===== src/rtl/xbar_slave_mux_if.sv =====
// Bus bundle for the crossbar slave-side mux: master request side plus the single slave port.
// Modport master is the mux itself, which masters the slave port; slave is the surrounding environment.
interface xbar_slave_mux_if #(
  parameter int ADDR_W = 32,
  parameter int DATA_W = 32
);
  logic [1:0]        m_req;
  logic [ADDR_W-1:0] m0_addr;
  logic [ADDR_W-1:0] m1_addr;
  logic              m0_we;
  logic              m1_we;
  logic [DATA_W-1:0] m0_wdata;
  logic [DATA_W-1:0] m1_wdata;
  logic [1:0]        grnt;
  logic [1:0]        m_ack;
  logic [1:0]        m_err;
  logic [DATA_W-1:0] m_rdata;
  logic              s_req;
  logic [ADDR_W-1:0] s_addr;
  logic              s_we;
  logic [DATA_W-1:0] s_wdata;
  logic              s_ack;
  logic [DATA_W-1:0] s_rdata;

  modport master (
    input  m_req, m0_addr, m1_addr, m0_we, m1_we, m0_wdata, m1_wdata, grnt,
    input  s_ack, s_rdata,
    output m_ack, m_err, m_rdata, s_req, s_addr, s_we, s_wdata
  );

  modport slave (
    output m_req, m0_addr, m1_addr, m0_we, m1_we, m0_wdata, m1_wdata, grnt,
    output s_ack, s_rdata,
    input  m_ack, m_err, m_rdata, s_req, s_addr, s_we, s_wdata
  );
endinterface


===== src/rtl/xbar_slave_mux.sv =====
// Slave-side routing stage of the 2-master crossbar: latches the granted request, runs the slave
// handshake and returns ack/rdata to the owner. Optional BUSY watchdog under XBAR_TIMEOUT_EN.
module xbar_slave_mux #(
  parameter int ADDR_W  = 32,
  parameter int DATA_W  = 32,
  parameter int TIMEOUT = 255
) (
  input logic              clk,
  input logic              resetn,
  xbar_slave_mux_if.master bus
);

  if (TIMEOUT < 1 || TIMEOUT > 65535) begin : g_bad_timeout
    $error("xbar_slave_mux: TIMEOUT must be in 1..65535");
  end

  typedef enum logic [1:0] {
    IDLE = 2'd0,
    BUSY = 2'd1,
    DONE = 2'd2
  } state_t;

  state_t            state_q, state_d;
  logic              owner_q, owner_d;
  logic [1:0]        m_ack_q, m_ack_d;
  logic [DATA_W-1:0] m_rdata_q, m_rdata_d;
  logic              s_req_q, s_req_d;
  logic              s_we_q, s_we_d;
  logic [ADDR_W-1:0] s_addr_q, s_addr_d;
  logic [DATA_W-1:0] s_wdata_q, s_wdata_d;
  logic              gnt_valid;
  logic              gnt_idx;
  logic [1:0]        owner_mask;

`ifdef XBAR_TIMEOUT_EN
  localparam int CNT_W = $clog2(TIMEOUT + 1);
  logic [CNT_W-1:0]  cnt_q, cnt_d;
  logic [1:0]        m_err_q, m_err_d;
`endif

  assign owner_mask = owner_q ? 2'b10 : 2'b01;

  // 2'b11 is illegal from the arbiter and is treated like no grant.
  always_comb begin
    gnt_valid = 1'b0;
    gnt_idx   = 1'b0;
    if (bus.grnt == 2'b01 && bus.m_req[0]) begin
      gnt_valid = 1'b1;
    end else if (bus.grnt == 2'b10 && bus.m_req[1]) begin
      gnt_valid = 1'b1;
      gnt_idx   = 1'b1;
    end
  end

  always_comb begin
    state_d   = state_q;
    owner_d   = owner_q;
    m_ack_d   = '0;
    m_rdata_d = m_rdata_q;
    s_req_d   = s_req_q;
    s_we_d    = s_we_q;
    s_addr_d  = s_addr_q;
    s_wdata_d = s_wdata_q;
`ifdef XBAR_TIMEOUT_EN
    cnt_d     = cnt_q;
    m_err_d   = '0;
`endif
    unique case (state_q)
      IDLE: begin
        if (gnt_valid) begin
          owner_d   = gnt_idx;
          s_addr_d  = gnt_idx ? bus.m1_addr  : bus.m0_addr;
          s_we_d    = gnt_idx ? bus.m1_we    : bus.m0_we;
          s_wdata_d = gnt_idx ? bus.m1_wdata : bus.m0_wdata;
          s_req_d   = 1'b1;
          state_d   = BUSY;
`ifdef XBAR_TIMEOUT_EN
          cnt_d     = '0;
`endif
        end
      end
      BUSY: begin
        // An ack on the watchdog's final cycle still completes normally.
        if (bus.s_ack) begin
          s_req_d   = 1'b0;
          m_rdata_d = bus.s_rdata;
          m_ack_d   = owner_mask;
          state_d   = DONE;
        end
`ifdef XBAR_TIMEOUT_EN
        else if (cnt_q == CNT_W'(TIMEOUT)) begin
          s_req_d   = 1'b0;
          m_rdata_d = '0;
          m_ack_d   = owner_mask;
          m_err_d   = owner_mask;
          state_d   = DONE;
        end else begin
          cnt_d     = cnt_q + CNT_W'(1);
        end
`endif
      end
      DONE: begin
        state_d = IDLE;
      end
      default: begin
        state_d = IDLE;
      end
    endcase
  end

  always_ff @(posedge clk or negedge resetn) begin
    if (!resetn) begin
      state_q   <= IDLE;
      owner_q   <= 1'b0;
      m_ack_q   <= '0;
      m_rdata_q <= '0;
      s_req_q   <= 1'b0;
      s_we_q    <= 1'b0;
      s_addr_q  <= '0;
      s_wdata_q <= '0;
`ifdef XBAR_TIMEOUT_EN
      cnt_q     <= '0;
      m_err_q   <= '0;
`endif
    end else begin
      state_q   <= state_d;
      owner_q   <= owner_d;
      m_ack_q   <= m_ack_d;
      m_rdata_q <= m_rdata_d;
      s_req_q   <= s_req_d;
      s_we_q    <= s_we_d;
      s_addr_q  <= s_addr_d;
      s_wdata_q <= s_wdata_d;
`ifdef XBAR_TIMEOUT_EN
      cnt_q     <= cnt_d;
      m_err_q   <= m_err_d;
`endif
    end
  end

  assign bus.m_ack   = m_ack_q;
  assign bus.m_rdata = m_rdata_q;
  assign bus.s_req   = s_req_q;
  assign bus.s_we    = s_we_q;
  assign bus.s_addr  = s_addr_q;
  assign bus.s_wdata = s_wdata_q;
`ifdef XBAR_TIMEOUT_EN
  assign bus.m_err   = m_err_q;
`else
  assign bus.m_err   = '0;
`endif

endmodule

===== src/flat_wrapper.sv =====
// flat-port wrapper written by rule: the top's interface ports become plain ports
module xbar_slave_mux_flat 
#(
  parameter int ADDR_W  = 32,
  parameter int DATA_W  = 32,
  parameter int TIMEOUT = 255
)
  (clk, resetn, bus_m_req, bus_m0_addr, bus_m1_addr, bus_m0_we, bus_m1_we, bus_m0_wdata, bus_m1_wdata, bus_grnt, bus_s_ack, bus_s_rdata, bus_m_ack, bus_m_err, bus_m_rdata, bus_s_req, bus_s_addr, bus_s_we, bus_s_wdata);
  xbar_slave_mux_if #(.ADDR_W(ADDR_W), .DATA_W(DATA_W)) bus_i ();
  input logic clk;
  input logic resetn;
  input wire logic [$bits(bus_i.m_req)-1:0] bus_m_req;
  input wire logic [$bits(bus_i.m0_addr)-1:0] bus_m0_addr;
  input wire logic [$bits(bus_i.m1_addr)-1:0] bus_m1_addr;
  input wire logic [$bits(bus_i.m0_we)-1:0] bus_m0_we;
  input wire logic [$bits(bus_i.m1_we)-1:0] bus_m1_we;
  input wire logic [$bits(bus_i.m0_wdata)-1:0] bus_m0_wdata;
  input wire logic [$bits(bus_i.m1_wdata)-1:0] bus_m1_wdata;
  input wire logic [$bits(bus_i.grnt)-1:0] bus_grnt;
  input wire logic [$bits(bus_i.s_ack)-1:0] bus_s_ack;
  input wire logic [$bits(bus_i.s_rdata)-1:0] bus_s_rdata;
  output wire logic [$bits(bus_i.m_ack)-1:0] bus_m_ack;
  output wire logic [$bits(bus_i.m_err)-1:0] bus_m_err;
  output wire logic [$bits(bus_i.m_rdata)-1:0] bus_m_rdata;
  output wire logic [$bits(bus_i.s_req)-1:0] bus_s_req;
  output wire logic [$bits(bus_i.s_addr)-1:0] bus_s_addr;
  output wire logic [$bits(bus_i.s_we)-1:0] bus_s_we;
  output wire logic [$bits(bus_i.s_wdata)-1:0] bus_s_wdata;
  assign bus_i.m_req = bus_m_req;
  assign bus_i.m0_addr = bus_m0_addr;
  assign bus_i.m1_addr = bus_m1_addr;
  assign bus_i.m0_we = bus_m0_we;
  assign bus_i.m1_we = bus_m1_we;
  assign bus_i.m0_wdata = bus_m0_wdata;
  assign bus_i.m1_wdata = bus_m1_wdata;
  assign bus_i.grnt = bus_grnt;
  assign bus_i.s_ack = bus_s_ack;
  assign bus_i.s_rdata = bus_s_rdata;
  assign bus_m_ack = bus_i.m_ack;
  assign bus_m_err = bus_i.m_err;
  assign bus_m_rdata = bus_i.m_rdata;
  assign bus_s_req = bus_i.s_req;
  assign bus_s_addr = bus_i.s_addr;
  assign bus_s_we = bus_i.s_we;
  assign bus_s_wdata = bus_i.s_wdata;
  xbar_slave_mux #(.ADDR_W(ADDR_W), .DATA_W(DATA_W), .TIMEOUT(TIMEOUT)) u_core (.clk(clk), .resetn(resetn), .bus(bus_i));
endmodule

===== config.mk =====
export PLATFORM = sky130hd
export DESIGN_NAME = xbar_slave_mux_flat
export DESIGN_NICKNAME = d
export VERILOG_FILES = /design/src/rtl/xbar_slave_mux_if.sv /design/src/rtl/xbar_slave_mux.sv /design/src/flat_wrapper.sv
export SDC_FILE = /design/constraint.sdc
export NUM_CORES = 1
export LEC_CHECK = 0
export ABC_AREA = 1
export BUFFER_PORTS_ARGS = -buffer_cell sky130_fd_sc_hd__buf_2
export CAP_MARGIN = 0
export CORE_MARGIN = 10
export CORE_UTILIZATION = 49
export DETAILED_ROUTE_END_ITERATION = 7
export HOLD_SLACK_MARGIN = 0.06
export PLACE_DENSITY_LB_ADDON = 0.25
export SYNTH_ARGS = -nofsm -noshare
export SYNTH_HDL_FRONTEND = slang
export SYNTH_SLANG_ARGS = --single-unit

===== constraint.sdc =====
create_clock -name clk -period 3.5 [get_ports clk]
set_input_delay 0.7 -clock clk [delete_from_list [all_inputs] [get_ports clk]]
set_output_delay 0.7 -clock clk [all_outputs]
set_load 0.02 [all_outputs]

Word level (Yosys, flattened, before mapping)
Index checks and enable logic that the tools add are counted.
{"block": "totals", "reg_bits": 103, "latchBits": 0, "mem_bits_rw": 0, "romBits": 0, "input_bits": 169, "out_inout_bits": 102, "elab_cells": 36, "memories": 0}
{"block": "op_classes", "n_addsub": 0, "n_mul": 0, "div_mod_pow": 0, "order_cmp": 0, "n_eq_ne": 5, "n_shift": 0, "muxes": 15, "bitwise": 0, "reduce_logical": 8}
{"op": "$mux 32", "count": 2}
{"op": "$mux 2", "count": 5}
{"op": "$mux 1", "count": 6}
{"op": "$reduce_and 2->1", "count": 3}
{"op": "$eq 2x1->1 const B", "count": 2}
{"op": "$pmux 2 s2", "count": 1}
{"op": "$reduce_and 3->1", "count": 1}
{"op": "$eq 2x2->1 const B", "count": 1}
{"op": "$logic_and 1x1->1", "count": 2}
{"op": "$logic_not 2->1", "count": 1}
{"op": "$ne 2x1->1 const B", "count": 1}
{"op": "$ne 2x2->1 const B", "count": 1}
{"op": "$pmux 1 s2", "count": 1}
{"op": "$reduce_bool 2->1", "count": 1}

Depth between registers and ports, before layout
Gate-level depths: netlist of the first run.
{"block": "logic_depth", "word_depth": 6, "depth_mapped": 8, "ltp_nobuf": 6}

Worst setup path after synthesis of the first run
OpenSTA, ideal clock, no wires.
{"block": "synth_path", "kind": "input to register", "startpoint": "input port bus_grnt[0]", "endpoint": "register u_core.s_wdata_q[16], in the netlist u_core.bus.s_wdata[16]", "setup_ns": 0.066, "t_arrival_ns": 1.449, "required_time_ns": 3.434, "path_slack_ns": 1.984, "stages": 7, "path_buffers": 2, "path_cell_list": "inv_1 -> buf_4 -> clkbuf_1 -> nand4_1 -> nand2_1 -> nand2_1 -> nand2_1"}
{"block": "synth_via", "elab_chain_cells": 5, "word_cells_on_any_way": 9, "cone_classes": "eq/ne: 2; mux: 4; reduce/logical: 3"}
{"item": "from (decl)", "line": "flat_wrapper.sv:19", "source": "input wire logic [$bits(bus_i.grnt)-1:0] bus_grnt;"}
{"item": "$eq 2x2->1", "line": "xbar_slave_mux.sv:49", "source": "end else if (bus.grnt == 2'b10 && bus.m_req[1]) begin"}
{"item": "$logic_and 1x1->1", "line": "xbar_slave_mux.sv:49"}
{"item": "$mux 1", "line": "xbar_slave_mux.sv:49"}
{"item": "$mux 1", "line": "xbar_slave_mux.sv:47", "source": "if (bus.grnt == 2'b01 && bus.m_req[0]) begin"}
{"item": "$mux 32 / $reduce_and 2->1 (equally long branches)"}
{"item": "to (signal assigned)", "line": "xbar_slave_mux.sv:133", "source": "s_wdata_q <= s_wdata_d;"}
{"item": "to (decl)", "line": "xbar_slave_mux.sv:30", "source": "logic [DATA_W-1:0] s_wdata_q, s_wdata_d;"}
Parallel ways exist; a longest one is shown, timed or not.
A chain may end at the register's enable or synchronous reset.

Final worst setup path of the first run
{"block": "layout_path", "startpoint": "input port bus_grnt[1]", "endpoint": "register u_core.s_addr_q[28], in the netlist u_core.bus.s_addr[28]"}
{"block": "layout_via", "elab_chain_cells": 5, "word_cells_on_any_way": 9, "cone_classes": "eq/ne: 2; mux: 4; reduce/logical: 3"}
{"item": "$eq 2x2->1", "line": "xbar_slave_mux.sv:49"}
{"item": "$logic_and 1x1->1", "line": "xbar_slave_mux.sv:49"}
{"item": "$mux 1", "line": "xbar_slave_mux.sv:49"}
{"item": "$mux 1", "line": "xbar_slave_mux.sv:47"}
{"item": "$mux 32 / $reduce_and 2->1 (equally long branches)"}
{"item": "to (signal assigned)", "line": "xbar_slave_mux.sv:132", "source": "s_addr_q <= s_addr_d;"}
{"item": "to (decl)", "line": "xbar_slave_mux.sv:29", "source": "logic [ADDR_W-1:0] s_addr_q, s_addr_d;"}
Parallel ways exist; a longest one is shown, timed or not.

==> metrics.txt, run 1 <==
status finished, final reports clean; peak supply drop 0.0004546 V; CP max stage cell buf_4; Post-Syn Instances 672; Final setup violation count 0; depth of the most critical reg-to-reg path 6; syn_area_per_cell 7.477 sq um; Starting DRT DRC Count 364; global-route usage over all layers 0.2234; Post-CTS Setup Inserts 0; Worst-Margin Slew 1.161 ns; crit path DAT 2.24 ns; input/output buffers 268; synth warn 0; Synth async-reset ratio 1.000; skew final 0.009773 ns; grt total ovfl 0; worst hold path depth 1; Cells after DPL 1027; layout cell share with drive strength beyond 1 0.3286; WHS 0.4823 ns; clock buffer depth 2; non-filler instance count after layout 1043; Clock power frac 0.167; DR DRC count 0; die height 121.3 microns; Crit path largest cell delay 0.46 ns; Worst EP required 3.79 ns; RSZ-0062 raised after global routing no; first-pass GRT wire length 27.06 mm; count leader, synth nand2_1; Via density 5.226; critical path fanouts, max 40; number of synthesized flops with an enable pin 0; Post-CTS Hold Buffers 0; post-synthesis cell type count 11; Starting Density 0.5094; Clock Pin Slew Worst Setup and Hold Paths 0.10 ns; fin crit period 1.949 ns; DRT Pass-1 Iters 5; Most Frequent Cell on Critical Path nand2_1; hold crit path type reg2reg; Final GP Congestion 0.8569; Post-Syn Area 5025 sq um; htree depth 3; Max Slew Vio Count 0; final worst-path cycle share 0.5567; max cap viols 0; post-CTS sizing 0; largest net degree at the start of global routing 95; post-synth top area cell dfrtp_1; Commonest cells post-synth 368 x nand2_1, 103 x dfrtp_1, 66 x nand3_1; post-synthesis sequential area ratio 0.5129; CTS tree done; CTS root buffer clkbuf_8; Yosys reg bits 103; Top FF cell, synth dfrtp_1; Fmax achieved 513.2 MHz; die width 121.3 microns; n_diodes 0; fin nets 1074; post-route setup TNS 0 ns; largest cells by area after synthesis dfrtp_1 51%, nand2_1 27%, nand4_1 8.1%; Sink Count 103; Logic pwr share 0.403; Hold Vio Cnt, Final 0; hpwl dp 12.89 mm; Sw Share 0.4179; pwr/cell area 637.1 nW/um^2; Worst setup SP type primary input; post-route ant nets 0; slew margin rel. 0.2262; Cell Int Power 0.002421 W; io pins 271; Site Rows 36; Wirelength per Cell 16.58 microns; number of global-route vias before repair 5431; total number of vias 5451; static leakage 3.982 nW; top cell type's share of synthesized area 0.5129; routed wire length 17.29 mm; CTS Buf Count 9; P&R area growth vs syn 29.91%; clk_lat worst skew 0.36 ns; Core Footprint 9864 sq um; Die Area 14710 sq um; crit path cell chain buf_2 > nand2_1 > nor2_1 > nand2_2 > nand2_2 > buf_4 > nand2_1 > nand2_1; CP endpoint kind flip-flop; initial antenna violation count 1; part of the power in registers 0.430; NetSw 0.001738 W; Setup CP Type in2reg
[registers in the layout, indices dropped and copies added (netlist names)]
signal	flops
u_core.bus.m_rdata	32
u_core.bus.s_addr	32
u_core.bus.s_wdata	32
u_core.bus.m_ack	2
u_core.state_q	2
u_core.bus.s_req	1
u_core.bus.s_we	1
u_core.owner_q	1
[power by group through the flow]
| stage | combinational (W) | sequential (W) | clock (W) |
|---|---|---|---|
| detailed placement | 0.00170 | 0.00180 | 0 |
| global route | 0.00184 | 0.00183 | 0.000762 |
| floorplan | 0.000502 | 0.00228 | 0 |
| CTS | 0.00170 | 0.00179 | 0.000710 |
| finish | 0.00168 | 0.00179 | 0.000694 |
| global placement | 0.00166 | 0.00179 | 0 |
[critical path, delay by kind of cell]
kind | cells | cell delay (ns)
buf+inv | 2 | 0.67
simple gates | 6 | 0.84
[per-layer routing]
metal  wire [microns]  GRT usage
met5               13          0
met4              512    0.08569
met2             8295     0.3728
met1             6522     0.2498
met3             1945    0.09214
[placed cells by master (no fill, tap or decap), types with 3 or more instances in the layout]
cell,netlist,final
buf_2,26,267
buf_4,9,11
clkbuf_8,0,10
dfrtp_1,103,103
inv_1,6,5
nand2_1,368,365
nand2_2,0,3
nand3_1,66,65
nand4_1,65,65
nor2_1,6,6
[path summary, 6_finish.rpt]
| check | startpoint | endpoint | slack, ns |
|---|---|---|---|
| max | bus_grnt[1] | u_core.bus.s_addr[28] | 1.55 |
| min | u_core.owner_q | u_core.bus.m_ack[0] | 0.48 |
| max reg2reg | u_core.state_q[1] | u_core.bus.m_rdata[5] | 1.62 |
| min reg2reg | u_core.owner_q | u_core.bus.m_ack[0] | 0.48 |
| max in group asynchronous | resetn | u_core.bus.m_rdata[0] | 2.13 |
| min in group asynchronous | resetn | u_core.bus.s_addr[1] | 0.56 |
[logic make-up after synthesis]
group	Yosys count	share of synthesized area
buffers and inverters	63	0.06026
other	1	0.0007463
AND/OR/NAND/NOR	505	0.4260
flip-flops	103	0.5129
[area by class of cell]
type,instances,area (sq um)
clock buffer,10,137.6
tap,133,166.4
multi-input combinational,507,2161
clock inverter,6,43.79
fill,867,3337
timing repair buffer,278,1419
sequential,103,2577
inverter,6,22.52
[per-stage QoR]
step	total power, W	area, sq um	setup WS [ns]	utilization
floorplan	0.002784	5029	1.984	-
global placement	0.003447	6346	1.272	0.6433
detailed placement	0.003501	6346	1.181	0.6433
CTS	0.004197	6528	1.559	0.6617
global route	0.004434	6528	1.382	0.6617
finish	0.004159	6528	1.551	0.6617
Note: power is estimated with default switching activity, not from simulation.
==> run 2: changes to the inputs <==
Settings changed: CORE_UTILIZATION 49 to 45.
Clock period 3.5 ns to 1.8 ns, I/O delays scaled along.
==> metrics.txt, run 2 (synthesized netlist as in run 1, its figures left out) <==
Sink Count 103 (unchanged); fin nets 1082 (+0.74%); Worst EP required 2.05 ns (-1.74 ns); Core Footprint 10890 sq um (+10%); Placement Setup Slack 0.2300 ns (-0.9507 ns); Via density 5.024 (-3.9%); overall power 0.008157 W (+96%); die height 125.7 microns (+3.6%); Top delay family on crit path simple AND/OR/NAND/NOR gates; WHS 0.04076 ns (-0.4415 ns); most common cell after layout, fill and taps aside nand2_1; die width 125.7 microns (+3.6%); Worst Path Buf+Inv 1 (-1); layout cell share with drive strength beyond 1 0.3344 (+0.005851); Die Area 15790 sq um (+7.4%); Starting DRT DRC Count 493 (+35%); Fmax achieved 676.0 MHz; Site Rows 38 (+5.6%); setup ws final 0.3206 ns (-1.231 ns); critical path fanouts, max 66 (+65%); Cells after DPL 1042 (+1.5%); Setup CP Type reg2reg; CP endpoint kind flip-flop; input/output buffers 268 (unchanged); fin crit period 1.479 ns; global-route usage over all layers 0.2078 (-0.01558); Hold Vio Cnt, Final 0 (unchanged); DRT Pass-1 Iters 5 (unchanged); final worst-path cycle share 0.8219; Max Slew Vio Count 0 (unchanged); io pins 271 (unchanged); skew final 0.008411 ns (-0.001362 ns); clk_lat worst skew 0.36 ns (about the same); crit path cell chain nor2_1 > nand2_2 > buf_4 > nand3_1 > nand2_1; RSZ-0062 raised after global routing no; CTS Buf Count 9 (unchanged); htree depth 3 (unchanged); static leakage 4.041 nW (+1.5%); post-route ant nets 0 (unchanged); Clock Pin Slew Worst Setup and Hold Paths 0.11 ns (about the same); Final GP Congestion 0.7924 (-7.5%); P&R area growth vs syn 32.42%; Starting Density 0.4615 (-0.04788); slew margin rel. 0.5297 (+0.3035); status finished, final reports clean; CP max stage cell dfrtp_1; peak supply drop 0.0007873 V (+73%); Worst setup SP type flip-flop; hold crit path type in2async; n_diodes 0 (unchanged); Post-CTS Setup Inserts 0 (unchanged); routed wire length 17.43 mm (+0.81%); initial antenna violation count 1 (unchanged); total number of vias 5315 (-2.5%); Final setup violation count 0 (unchanged); post-route setup TNS 0 ns (unchanged); most frequent cells in the layout 365 x nand2_1, 267 x buf_2, 103 x dfrtp_1; Worst-Margin Slew 0.7054 ns (-0.4553 ns); Crit path largest cell delay 0.40 ns (-0.06 ns); non-filler instance count after layout 1058 (+1.4%); depth of the most critical reg-to-reg path 5 (-1); crit path DAT 1.73 ns (-0.51 ns); first-pass GRT wire length 27.44 mm (+1.4%); CTS tree done; hpwl dp 12.68 mm (-1.6%); DR DRC count 0 (unchanged); clock buffer depth 2 (unchanged); pwr/cell area 1226 nW/um^2 (+92%); largest net degree at the start of global routing 104 (+9.5%); post-CTS sizing 0 (unchanged); Wirelength per Cell 16.47 microns (-0.62%); max cap viols 0 (unchanged); CTS root buffer clkbuf_8; number of global-route vias before repair 5233 (-3.6%); Levels on crit path 5 (-3); grt total ovfl 0 (unchanged); Post-CTS Hold Buffers 0 (unchanged)
-- run 2: layer usage --
| metal | track usage | part of all wire | routed length, microns |
|---|---|---|---|
| met1 | 0.2377 | 0.38 | 6697 |
| met4 | 0.05894 | 0.018 | 315 |
| met3 | 0.08725 | 0.10 | 1804 |
| met2 | 0.3487 | 0.49 | 8613 |
| met5 | 0 | 0 | 0 |
-- run 2: layout make-up --
class                           count  area (sq um)
Fill cell                        1067          4234
Sequential cell                   103          2577
Multi-Input combinational cell    507          2161
Timing Repair Buffer              286          1529
Tap cell                          140         175.2
Clock buffer                        9         123.9
Clock inverter                      7         65.06
Inverter                            6         22.52
-- run 2: worst reg2reg max path: stages (launching register included) --
cell     delay [ns]
dfrtp_1        0.40
nor2_1         0.24
nand2_2        0.10
buf_4          0.34
nand3_1        0.23
nand2_1        0.07
-- run 2: final timing paths --
path | startpoint | end | slack [ns]
hold / removal | resetn | u_core.bus.s_addr[3] | 0.04
max in group asynchronous | resetn | u_core.bus.s_addr[25] | 1.34
setup / recovery | u_core.state_q[0] | u_core.bus.s_addr[19] | 0.32
min in group clk | bus_s_rdata[21] | u_core.bus.m_rdata[21] | 0.18
hold reg to reg | u_core.owner_q | u_core.bus.m_ack[0] | 0.47
setup reg to reg | u_core.state_q[0] | u_core.bus.s_addr[19] | 0.32
-- run 2: per-stage QoR --
step	utilization	area, sq um
2_1_floorplan	-	5029
3_3_place_gp	0.5938	6465
3_5_place_dp	0.5938	6465
4_1_cts	0.6111	6654
5_1_grt	0.6111	6654
6_report	0.6111	6654
-- run 2: power breakdown --
| group | switching [W] | total, W | internal, W |
|---|---|---|---|
| registers | 0.000411 | 0.00348 | 0.00306 |
| clock network | 0.000872 | 0.00141 | 0.000536 |
| logic | 0.00215 | 0.00327 | 0.00112 |
| total | 0.00344 | 0.00816 | 0.00472 |
